`config.mk`:
```
export PLATFORM = sky130hd
export DESIGN_NAME = mem_arbiter_flat
export DESIGN_NICKNAME = d
export VERILOG_FILES = /design/src/rtl/mem_arbiter_pkg.sv /design/src/rtl/mem_arbiter_if.sv /design/src/rtl/mem_arbiter_arb_pick.sv /design/src/rtl/mem_arbiter.sv /design/src/flat_wrapper.sv
export SDC_FILE = /design/constraint.sdc
export NUM_CORES = 1
export LEC_CHECK = 0
export BUFFER_PORTS_ARGS = -buffer_cell sky130_fd_sc_hd__buf_4
export CAP_MARGIN = 40
export CORE_AREA = 2 2 326 328
export CTS_CLUSTER_SIZE = 24
export DETAILED_ROUTE_END_ITERATION = 10
export DIE_AREA = 0 0 328 330
export PLACE_DENSITY = 0.46
export SETUP_SLACK_MARGIN = 0.15
export SLEW_MARGIN = 0
export SYNTH_ARGS = -nofsm -noshare
export SYNTH_HDL_FRONTEND = slang
export SYNTH_SLANG_ARGS = --single-unit
```
`constraint.sdc`:
```
create_clock -name clk -period 2 [get_ports clk]
set_input_delay 0.4 -clock clk [delete_from_list [all_inputs] [get_ports clk]]
set_output_delay 0.4 -clock clk [all_outputs]
set_load 0.05 [all_outputs]
```
`src/rtl/mem_arbiter_pkg.sv`:
```
// Shared types for the split-cache memory arbiter: arbiter state, requester id and line data.
package mem_arbiter_pkg;

  localparam int unsigned LC3B_LINE_W = 128;

  typedef logic [LC3B_LINE_W-1:0] lc3b_c_line;

  typedef enum logic [1:0] {
    ARB_IDLE = 2'd0,
    ARB_BUSY = 2'd1,
    ARB_RESP = 2'd2
  } lc3b_arb_state;

  typedef enum logic {
    ARB_I = 1'b0,
    ARB_D = 1'b1
  } lc3b_arb_req;

  // The single-bit round-robin toggle: the requester that did not win last time.
  function automatic lc3b_arb_req arb_other(input lc3b_arb_req r);
    return (r == ARB_I) ? ARB_D : ARB_I;
  endfunction

endpackage

```
`src/rtl/mem_arbiter_if.sv`:
```
// Line-wide wishbone bus between a cache and the arbiter, or between the arbiter and memory.
interface mem_arbiter_if #(
  parameter int unsigned ADDR_W = 16,
  parameter int unsigned LINE_W = 128
);

  logic              cyc;
  logic              stb;
  logic              we;
  logic [ADDR_W-1:0] adr;
  logic [LINE_W-1:0] dat_m;
  logic              ack;
  logic [LINE_W-1:0] dat_s;

  modport master (
    output cyc,
    output stb,
    output we,
    output adr,
    output dat_m,
    input  ack,
    input  dat_s
  );

  modport slave (
    input  cyc,
    input  stb,
    input  we,
    input  adr,
    input  dat_m,
    output ack,
    output dat_s
  );

endinterface

```
`src/rtl/mem_arbiter_arb_pick.sv`:
```
// Combinational requester selection. ARB_DCACHE_PRIO_EN selects fixed D-cache priority;
// otherwise ties alternate round-robin against last_grant.
module arb_pick
  import mem_arbiter_pkg::*;
(
  input  logic        i_req,
  input  logic        d_req,
  input  lc3b_arb_req last_grant,
  output logic        grant_valid,
  output lc3b_arb_req grant_id
);

  assign grant_valid = i_req | d_req;

`ifdef ARB_DCACHE_PRIO_EN
  logic unused_last_grant;
  assign unused_last_grant = last_grant;

  // A continuous D-cache stream starves the I-cache in this mode.
  assign grant_id = d_req ? ARB_D : ARB_I;
`else
  always_comb begin
    grant_id = ARB_I;
    if (i_req && d_req) begin
      grant_id = arb_other(last_grant);
    end else if (d_req) begin
      grant_id = ARB_D;
    end
  end
`endif

endmodule

```
`src/rtl/mem_arbiter.sv`:
```
// Shares one line-wide memory port between the I-cache and D-cache; one transaction at a time.
// Build option ARB_DCACHE_PRIO_EN (see arb_pick) switches tie-breaking to fixed D priority.
module mem_arbiter
  import mem_arbiter_pkg::*;
#(
  parameter int unsigned ADDR_W = 16,
  parameter int unsigned LINE_W = LC3B_LINE_W
) (
  input  logic          clk,
  input  logic          rst_n,
  mem_arbiter_if.slave  i_bus,
  mem_arbiter_if.slave  d_bus,
  mem_arbiter_if.master mem_bus
);

  lc3b_arb_state     state_q, state_d;
  lc3b_arb_req       last_grant_q, last_grant_d;
  lc3b_arb_req       grant_q, grant_d;
  logic              we_q, we_d;
  logic [ADDR_W-1:0] adr_q, adr_d;
  logic [LINE_W-1:0] dat_m_q, dat_m_d;
  logic              i_ack_q, i_ack_d;
  logic              d_ack_q, d_ack_d;
  logic [LINE_W-1:0] i_dat_s_q, i_dat_s_d;
  logic [LINE_W-1:0] d_dat_s_q, d_dat_s_d;

  logic              i_req;
  logic              d_req;
  logic              grant_valid;
  lc3b_arb_req       grant_id;

  assign i_req = i_bus.cyc & i_bus.stb;
  assign d_req = d_bus.cyc & d_bus.stb;

  arb_pick u_arb_pick (
    .i_req       (i_req),
    .d_req       (d_req),
    .last_grant  (last_grant_q),
    .grant_valid (grant_valid),
    .grant_id    (grant_id)
  );

  always_comb begin
    state_d      = state_q;
    last_grant_d = last_grant_q;
    grant_d      = grant_q;
    we_d         = we_q;
    adr_d        = adr_q;
    dat_m_d      = dat_m_q;
    i_ack_d      = 1'b0;
    d_ack_d      = 1'b0;
    i_dat_s_d    = i_dat_s_q;
    d_dat_s_d    = d_dat_s_q;

    unique case (state_q)
      ARB_IDLE: begin
        // The request is copied here so requester changes during BUSY cannot leak to memory.
        if (grant_valid) begin
          state_d      = ARB_BUSY;
          grant_d      = grant_id;
          last_grant_d = grant_id;
          if (grant_id == ARB_D) begin
            we_d    = d_bus.we;
            adr_d   = d_bus.adr;
            dat_m_d = d_bus.dat_m;
          end else begin
            we_d    = i_bus.we;
            adr_d   = i_bus.adr;
            dat_m_d = i_bus.dat_m;
          end
        end
      end
      ARB_BUSY: begin
        if (mem_bus.ack) begin
          state_d = ARB_RESP;
          if (grant_q == ARB_D) begin
            d_ack_d   = 1'b1;
            d_dat_s_d = mem_bus.dat_s;
          end else begin
            i_ack_d   = 1'b1;
            i_dat_s_d = mem_bus.dat_s;
          end
        end
      end
      ARB_RESP: begin
        state_d = ARB_IDLE;
      end
      default: begin
        state_d = ARB_IDLE;
      end
    endcase
  end

  always_ff @(posedge clk) begin
    if (!rst_n) begin
      state_q      <= ARB_IDLE;
      last_grant_q <= ARB_I;
      grant_q      <= ARB_I;
      we_q         <= 1'b0;
      adr_q        <= '0;
      dat_m_q      <= '0;
      i_ack_q      <= 1'b0;
      d_ack_q      <= 1'b0;
      i_dat_s_q    <= '0;
      d_dat_s_q    <= '0;
    end else begin
      state_q      <= state_d;
      last_grant_q <= last_grant_d;
      grant_q      <= grant_d;
      we_q         <= we_d;
      adr_q        <= adr_d;
      dat_m_q      <= dat_m_d;
      i_ack_q      <= i_ack_d;
      d_ack_q      <= d_ack_d;
      i_dat_s_q    <= i_dat_s_d;
      d_dat_s_q    <= d_dat_s_d;
    end
  end

  assign mem_bus.cyc   = (state_q == ARB_BUSY);
  assign mem_bus.stb   = (state_q == ARB_BUSY);
  assign mem_bus.we    = we_q;
  assign mem_bus.adr   = adr_q & ~ADDR_W'(7);
  assign mem_bus.dat_m = dat_m_q;

  assign i_bus.ack   = i_ack_q;
  assign i_bus.dat_s = i_dat_s_q;
  assign d_bus.ack   = d_ack_q;
  assign d_bus.dat_s = d_dat_s_q;

endmodule
```
`src/flat_wrapper.sv`:
```
// flat-port wrapper written by rule: the top's interface ports become plain ports
module mem_arbiter_flat import mem_arbiter_pkg::*;
#(
  parameter int unsigned ADDR_W = 16,
  parameter int unsigned LINE_W = LC3B_LINE_W
)
  (clk, rst_n, i_bus_cyc, i_bus_stb, i_bus_we, i_bus_adr, i_bus_dat_m, i_bus_ack, i_bus_dat_s, d_bus_cyc, d_bus_stb, d_bus_we, d_bus_adr, d_bus_dat_m, d_bus_ack, d_bus_dat_s, mem_bus_cyc, mem_bus_stb, mem_bus_we, mem_bus_adr, mem_bus_dat_m, mem_bus_ack, mem_bus_dat_s);
  mem_arbiter_if #(.ADDR_W(ADDR_W), .LINE_W(LINE_W)) i_bus_i ();
  mem_arbiter_if #(.ADDR_W(ADDR_W), .LINE_W(LINE_W)) d_bus_i ();
  mem_arbiter_if #(.ADDR_W(ADDR_W), .LINE_W(LINE_W)) mem_bus_i ();
  input  logic clk;
  input  logic rst_n;
  input wire logic [$bits(i_bus_i.cyc)-1:0] i_bus_cyc;
  input wire logic [$bits(i_bus_i.stb)-1:0] i_bus_stb;
  input wire logic [$bits(i_bus_i.we)-1:0] i_bus_we;
  input wire logic [$bits(i_bus_i.adr)-1:0] i_bus_adr;
  input wire logic [$bits(i_bus_i.dat_m)-1:0] i_bus_dat_m;
  output wire logic [$bits(i_bus_i.ack)-1:0] i_bus_ack;
  output wire logic [$bits(i_bus_i.dat_s)-1:0] i_bus_dat_s;
  input wire logic [$bits(d_bus_i.cyc)-1:0] d_bus_cyc;
  input wire logic [$bits(d_bus_i.stb)-1:0] d_bus_stb;
  input wire logic [$bits(d_bus_i.we)-1:0] d_bus_we;
  input wire logic [$bits(d_bus_i.adr)-1:0] d_bus_adr;
  input wire logic [$bits(d_bus_i.dat_m)-1:0] d_bus_dat_m;
  output wire logic [$bits(d_bus_i.ack)-1:0] d_bus_ack;
  output wire logic [$bits(d_bus_i.dat_s)-1:0] d_bus_dat_s;
  output wire logic [$bits(mem_bus_i.cyc)-1:0] mem_bus_cyc;
  output wire logic [$bits(mem_bus_i.stb)-1:0] mem_bus_stb;
  output wire logic [$bits(mem_bus_i.we)-1:0] mem_bus_we;
  output wire logic [$bits(mem_bus_i.adr)-1:0] mem_bus_adr;
  output wire logic [$bits(mem_bus_i.dat_m)-1:0] mem_bus_dat_m;
  input wire logic [$bits(mem_bus_i.ack)-1:0] mem_bus_ack;
  input wire logic [$bits(mem_bus_i.dat_s)-1:0] mem_bus_dat_s;
  assign i_bus_i.cyc = i_bus_cyc;
  assign i_bus_i.stb = i_bus_stb;
  assign i_bus_i.we = i_bus_we;
  assign i_bus_i.adr = i_bus_adr;
  assign i_bus_i.dat_m = i_bus_dat_m;
  assign i_bus_ack = i_bus_i.ack;
  assign i_bus_dat_s = i_bus_i.dat_s;
  assign d_bus_i.cyc = d_bus_cyc;
  assign d_bus_i.stb = d_bus_stb;
  assign d_bus_i.we = d_bus_we;
  assign d_bus_i.adr = d_bus_adr;
  assign d_bus_i.dat_m = d_bus_dat_m;
  assign d_bus_ack = d_bus_i.ack;
  assign d_bus_dat_s = d_bus_i.dat_s;
  assign mem_bus_cyc = mem_bus_i.cyc;
  assign mem_bus_stb = mem_bus_i.stb;
  assign mem_bus_we = mem_bus_i.we;
  assign mem_bus_adr = mem_bus_i.adr;
  assign mem_bus_dat_m = mem_bus_i.dat_m;
  assign mem_bus_i.ack = mem_bus_ack;
  assign mem_bus_i.dat_s = mem_bus_dat_s;
  mem_arbiter #(.ADDR_W(ADDR_W), .LINE_W(LINE_W)) u_core (.clk(clk), .rst_n(rst_n), .i_bus(i_bus_i), .d_bus(d_bus_i), .mem_bus(mem_bus_i));
endmodule
```
==> results.md <==
Outcome:
- The flow ran to the end, and the final reports show no timing, DRC or antenna violations.

Global route:
- The global-route wire length before repair is 116 mm.
- The layer flagged by global routing as most heavily used is met2.
- The met3 usage is 0.0347.
- The largest net degree at the start of global routing is 64.
- For met2 alone, demand over resource in global routing was 0.229.
- The via count of the first global-routing pass came to 17,100.
- Across every metal layer, demand over resource in global routing totals 0.142.
- The remaining global-route overflow is 0.
- For met1 alone, demand over resource in global routing was 0.179.
- The initial antenna violation count is 13.

Placement:
- The post-placement cell area is 0.0253 mm^2.
- The number of placed instances, taps included, is 3,931.
- The final estimated routing congestion in global placement is 0.818.
- Port buffering added 820 buffers.
- The post-DP HPWL is 61.1 mm.

Layout:
- The number of standard cells in the layout, taps in and fillers out is 4,143.
- Summing all non-filler instances in the final layout gives an area of 0.0282 mm^2.
- The layout overhead on the synthesized area is 64.3%.
- The number of fill cells is 11,300.
- The share of final-layout standard cells stronger than drive strength 1 is 0.395.
- The number of nets at the end of the flow is 3,135.
- The share of the core filled with cells is 0.270.

Clocking:
- The H-tree depth reported by CTS is 2.
- The clock edge transition at the registers on the reported setup and hold paths is 0.06 ns.
- TritonCTS created 51 clock buffers.
- In this run the deepest clock path goes through 3 buffers.
- The clock tree root driver cell is sky130_fd_sc_hd__clkbuf_16.
- The clock drives 403 sinks.
- TritonCTS built the clock tree.
- The clock insertion delay at the later pin of the skew report is 0.64 ns.

STA:
- The max-slew violation count was 0.
- The final critical delay including setup and external delays is 1.77 ns.
- The worst slack on hold paths is 0.0617 ns.
- The maximum clock frequency is 0.563 GHz.
- The final hold violation count is 0.
- The clock arrives with 0.0364 ns of skew.
- The number of endpoints failing setup at the final stage is 0.
- Setup repair after global routing left no endpoint under its margin.
- Setup total negative slack on the finished layout was measured at 0 ns.
- Dividing the final minimum period by the clock period gives 0.887.
- For the pin with the worst max-slew slack, the measured transition is 0.765 ns.
- The relative max-transition margin is 0.490.

Pwr:
- Summed over all cells, the static leakage comes to 11.3 nW.
- Power spread over the standard cell area amounts to 822 mW/mm^2.
- VDD sags by at most 0.707 mV.

Synthesis:
- The netlist uses 27 different library cells.
- Synthesis handed over a netlist of 1,830 instances.
- The count of yosys warnings during synthesis is 0.
- For this run, the leading register cell type out of synthesis is sky130_fd_sc_hd__dfxtp_1.
- The register area share after synthesis is 0.470.
- The area share of the largest cell type after synthesis is 0.470.
- Ranked by total cell area, the synthesized netlist is headed by sky130_fd_sc_hd__dfxtp_1 (47%), sky130_fd_sc_hd__a21boi_0 (17%), sky130_fd_sc_hd__nand2_1 (11%), sky130_fd_sc_hd__a311o_1 (8.3%), sky130_fd_sc_hd__o221a_1 (4.8%).
- In this run, synthesis produced a sequential element count of 403.
- The commonest cells after synthesis are sky130_fd_sc_hd__nand2_1 (512), sky130_fd_sc_hd__dfxtp_1 (403), sky130_fd_sc_hd__a21boi_0 (379).
- The synthesized area per cell is 9.39 um^2.
- The leading area contributor after synthesis is sky130_fd_sc_hd__dfxtp_1.
- The share of flip-flops with an asynchronous set or reset is 0.
- The total standard cell area after synthesis is 0.0172 mm^2.
- The most frequent cell after synthesis is sky130_fd_sc_hd__nand2_1.
- The number of synthesized flops with an enable pin is 0.

Worst setup path:
- The classification of the worst setup path is reg -> out.
- STA classifies the critical path startpoint as a register.
- The worst setup path endpoint is mem_bus_cyc.
- The largest driver fanout on the critical path is 7.
- The depth of the critical timing path with buffers and inverters included is 2.
- The most critical setup path has its startpoint at u_core.state_q[1].
- The required arrival time at the worst endpoint is 1.60 ns.
- The endpoint of the worst register-to-register path is u_core.adr_q[10].
- Traced cell by cell, the critical path runs through nor2b_4 -> buf_6.
- The dominant delay contributor by cell family on the critical path is flip-flops.
- The setup check on the worst reg-to-reg path leaves a slack of 0.23 ns.
- The critical path endpoint category is an output pin.
- The maximum cell stage delay along the critical path is 0.40 ns.
- The data arrival at the endpoint of the critical path is 1.37 ns.
- In this run the critical register-to-register path is launched from u_core.state_q[1].
- Counting cells, the worst reg-to-reg path comes to 5.
- Together, buffers and inverters on the worst path number 1.
- For this design, the slowest cell found on the critical path is sky130_fd_sc_hd__dfxtp_4.

Job:
- Max-cap violations in this run came to 0.

Drt:
- In the final routed layout, each cell accounts on average for 20.1 um.
- The DRC violation count after routing is 0.
- The final layout contains routed wiring with a total length of 83.4 mm.
- For this block, the initial DRC count from the detailed router was 785.
- The number of routed nets with antenna violations is 0.
- The number of vias after detailed routing is 17,400.
- The first TritonRoute pass finished after 5 iterations.
- The via density per instance is 4.19.

Floorplanning:
- The die covers 0.108 mm^2.
- The die span in y is 330 um.
- For this configuration, the core starts out at a cell density of 0.164.
- The chip width is 328 um.
- During I/O placement, the number of pins put on the boundary was 830.
- The initialized floorplan defines 119 standard-cell rows.
- The standard cell core area is 0.105 mm^2.

Min path:
- The count of cells along the worst hold path is 3.
- In this run the worst hold path is classified as in -> reg.
==> report_power, final <==
group | internal, W | switching, W | total, W | leakage, nW
combinational | 0.00211 | 0.00303 | 0.00514 | 7.24
clock | 0.00539 | 0.00395 | 0.00934 | 0.810
sequential | 0.00845 | 0.000257 | 0.00871 | 3.29
total | 0.0160 | 0.00724 | 0.0232 | 11.3
==> worst register-to-register path: cells and delay by family (launching register included) <==
family | cells | cell delay (ns)
compound gates | 2 | 0.58
flops | 1 | 0.40
simple gates | 1 | 0.34
buf+inv | 2 | 0.33
==> how the worst min path moves through the flow <==
stage	startpoint	to	slack, ns
global route	mem_bus_dat_s[6]	u_core.d_bus.dat_s[6]	0.03
floorplan	u_core.last_grant_q	u_core.last_grant_q	0.51
global placement	u_core.i_bus.dat_s[118]	u_core.i_bus.dat_s[118]	0.44
detailed placement	u_core.i_bus.dat_s[111]	u_core.i_bus.dat_s[111]	0.45
finish	mem_bus_dat_s[19]	u_core.i_bus.dat_s[19]	0.06
CTS	mem_bus_dat_s[1]	u_core.d_bus.dat_s[1]	0.0001
==> area by class of cell <==
cell class                      instances  area [um^2]  share of cell area
Timing Repair Buffer                 1038         8540               0.303
Multi-Input combinational cell       1216         8160               0.289
Sequential cell                       403         8080               0.286
Tap cell                             1391         1740              0.0617
Clock buffer                           75         1480              0.0523
Clock inverter                         14          206             0.00732
Antenna cell                            6         15.0            0.000532
==> metrics by stage <==
stage / total power [W] / setup WS (ns)
3_5_place_dp: 0.0138 / 0.0539
4_1_cts: 0.0236 / 0.0448
2_1_floorplan: 0.0117 / 0.408
5_1_grt: 0.0242 / 0.155
3_3_place_gp: 0.0138 / 0.0364
6_report: 0.0232 / 0.225
==> cell families (layout without fill, tap and decap cells) <==
group           count (synthesis)  after routing  share of synthesized area
simple gates                  526            527                      0.119
other cells                     1              9                   0.000218
compound gates                686            686                      0.352
flops                         403            403                      0.470
buf+inv                       214           1127                     0.0594
==> layer usage <==
layer  wire (um)  vias to the layer above
li1            -                     8395
met1       35700                     8219
met2       39400                      607
met3        5260                      140
met4        2960                        4
met5          27                        -
==> timing repair <==
item                                   4_1_cts  5_1_grt
gates cloned                                 0        1
buffers inserted                             1        6
setup endpoints to repair                  118      142
gates resized for setup                      4        3
hold buffers                               109        0
pin swaps                                    0        2
endpoints found under the hold margin      179        0
==> state kept, by name, indices dropped and copies added (netlist names), 2 cells and up <==
signal,cells
u_core.i_bus.dat_s,128
u_core.state_q,2
u_core.d_bus.dat_s,128
u_core.mem_bus.dat_m,128
u_core.adr_q,13
==> cell usage in the layout, fill, tap and decap left out, types with 2 or more instances in the layout <==
cell type                       count
sky130_fd_sc_hd__a311o_1          142
sky130_fd_sc_hd__buf_6              2
sky130_fd_sc_hd__diode_2            6
sky130_fd_sc_hd__clkbuf_16         51
sky130_fd_sc_hd__o221a_2           69
sky130_fd_sc_hd__clkbuf_8          11
sky130_fd_sc_hd__dfxtp_4            2
sky130_fd_sc_hd__conb_1             3
sky130_fd_sc_hd__dfxtp_1          401
sky130_fd_sc_hd__buf_12            37
sky130_fd_sc_hd__clkinv_16          3
sky130_fd_sc_hd__bufinv_16          2
sky130_fd_sc_hd__clkbuf_1          13
sky130_fd_sc_hd__dlygate4sd3_1    109
sky130_fd_sc_hd__clkinv_2           5
sky130_fd_sc_hd__a21boi_1          20
sky130_fd_sc_hd__buf_4            889
sky130_fd_sc_hd__o221a_1           73
sky130_fd_sc_hd__clkinvlp_4         3
sky130_fd_sc_hd__nand2_1          512
sky130_fd_sc_hd__and2_1             2
sky130_fd_sc_hd__a21boi_0         379
Power figures use the tool's default switching activity.
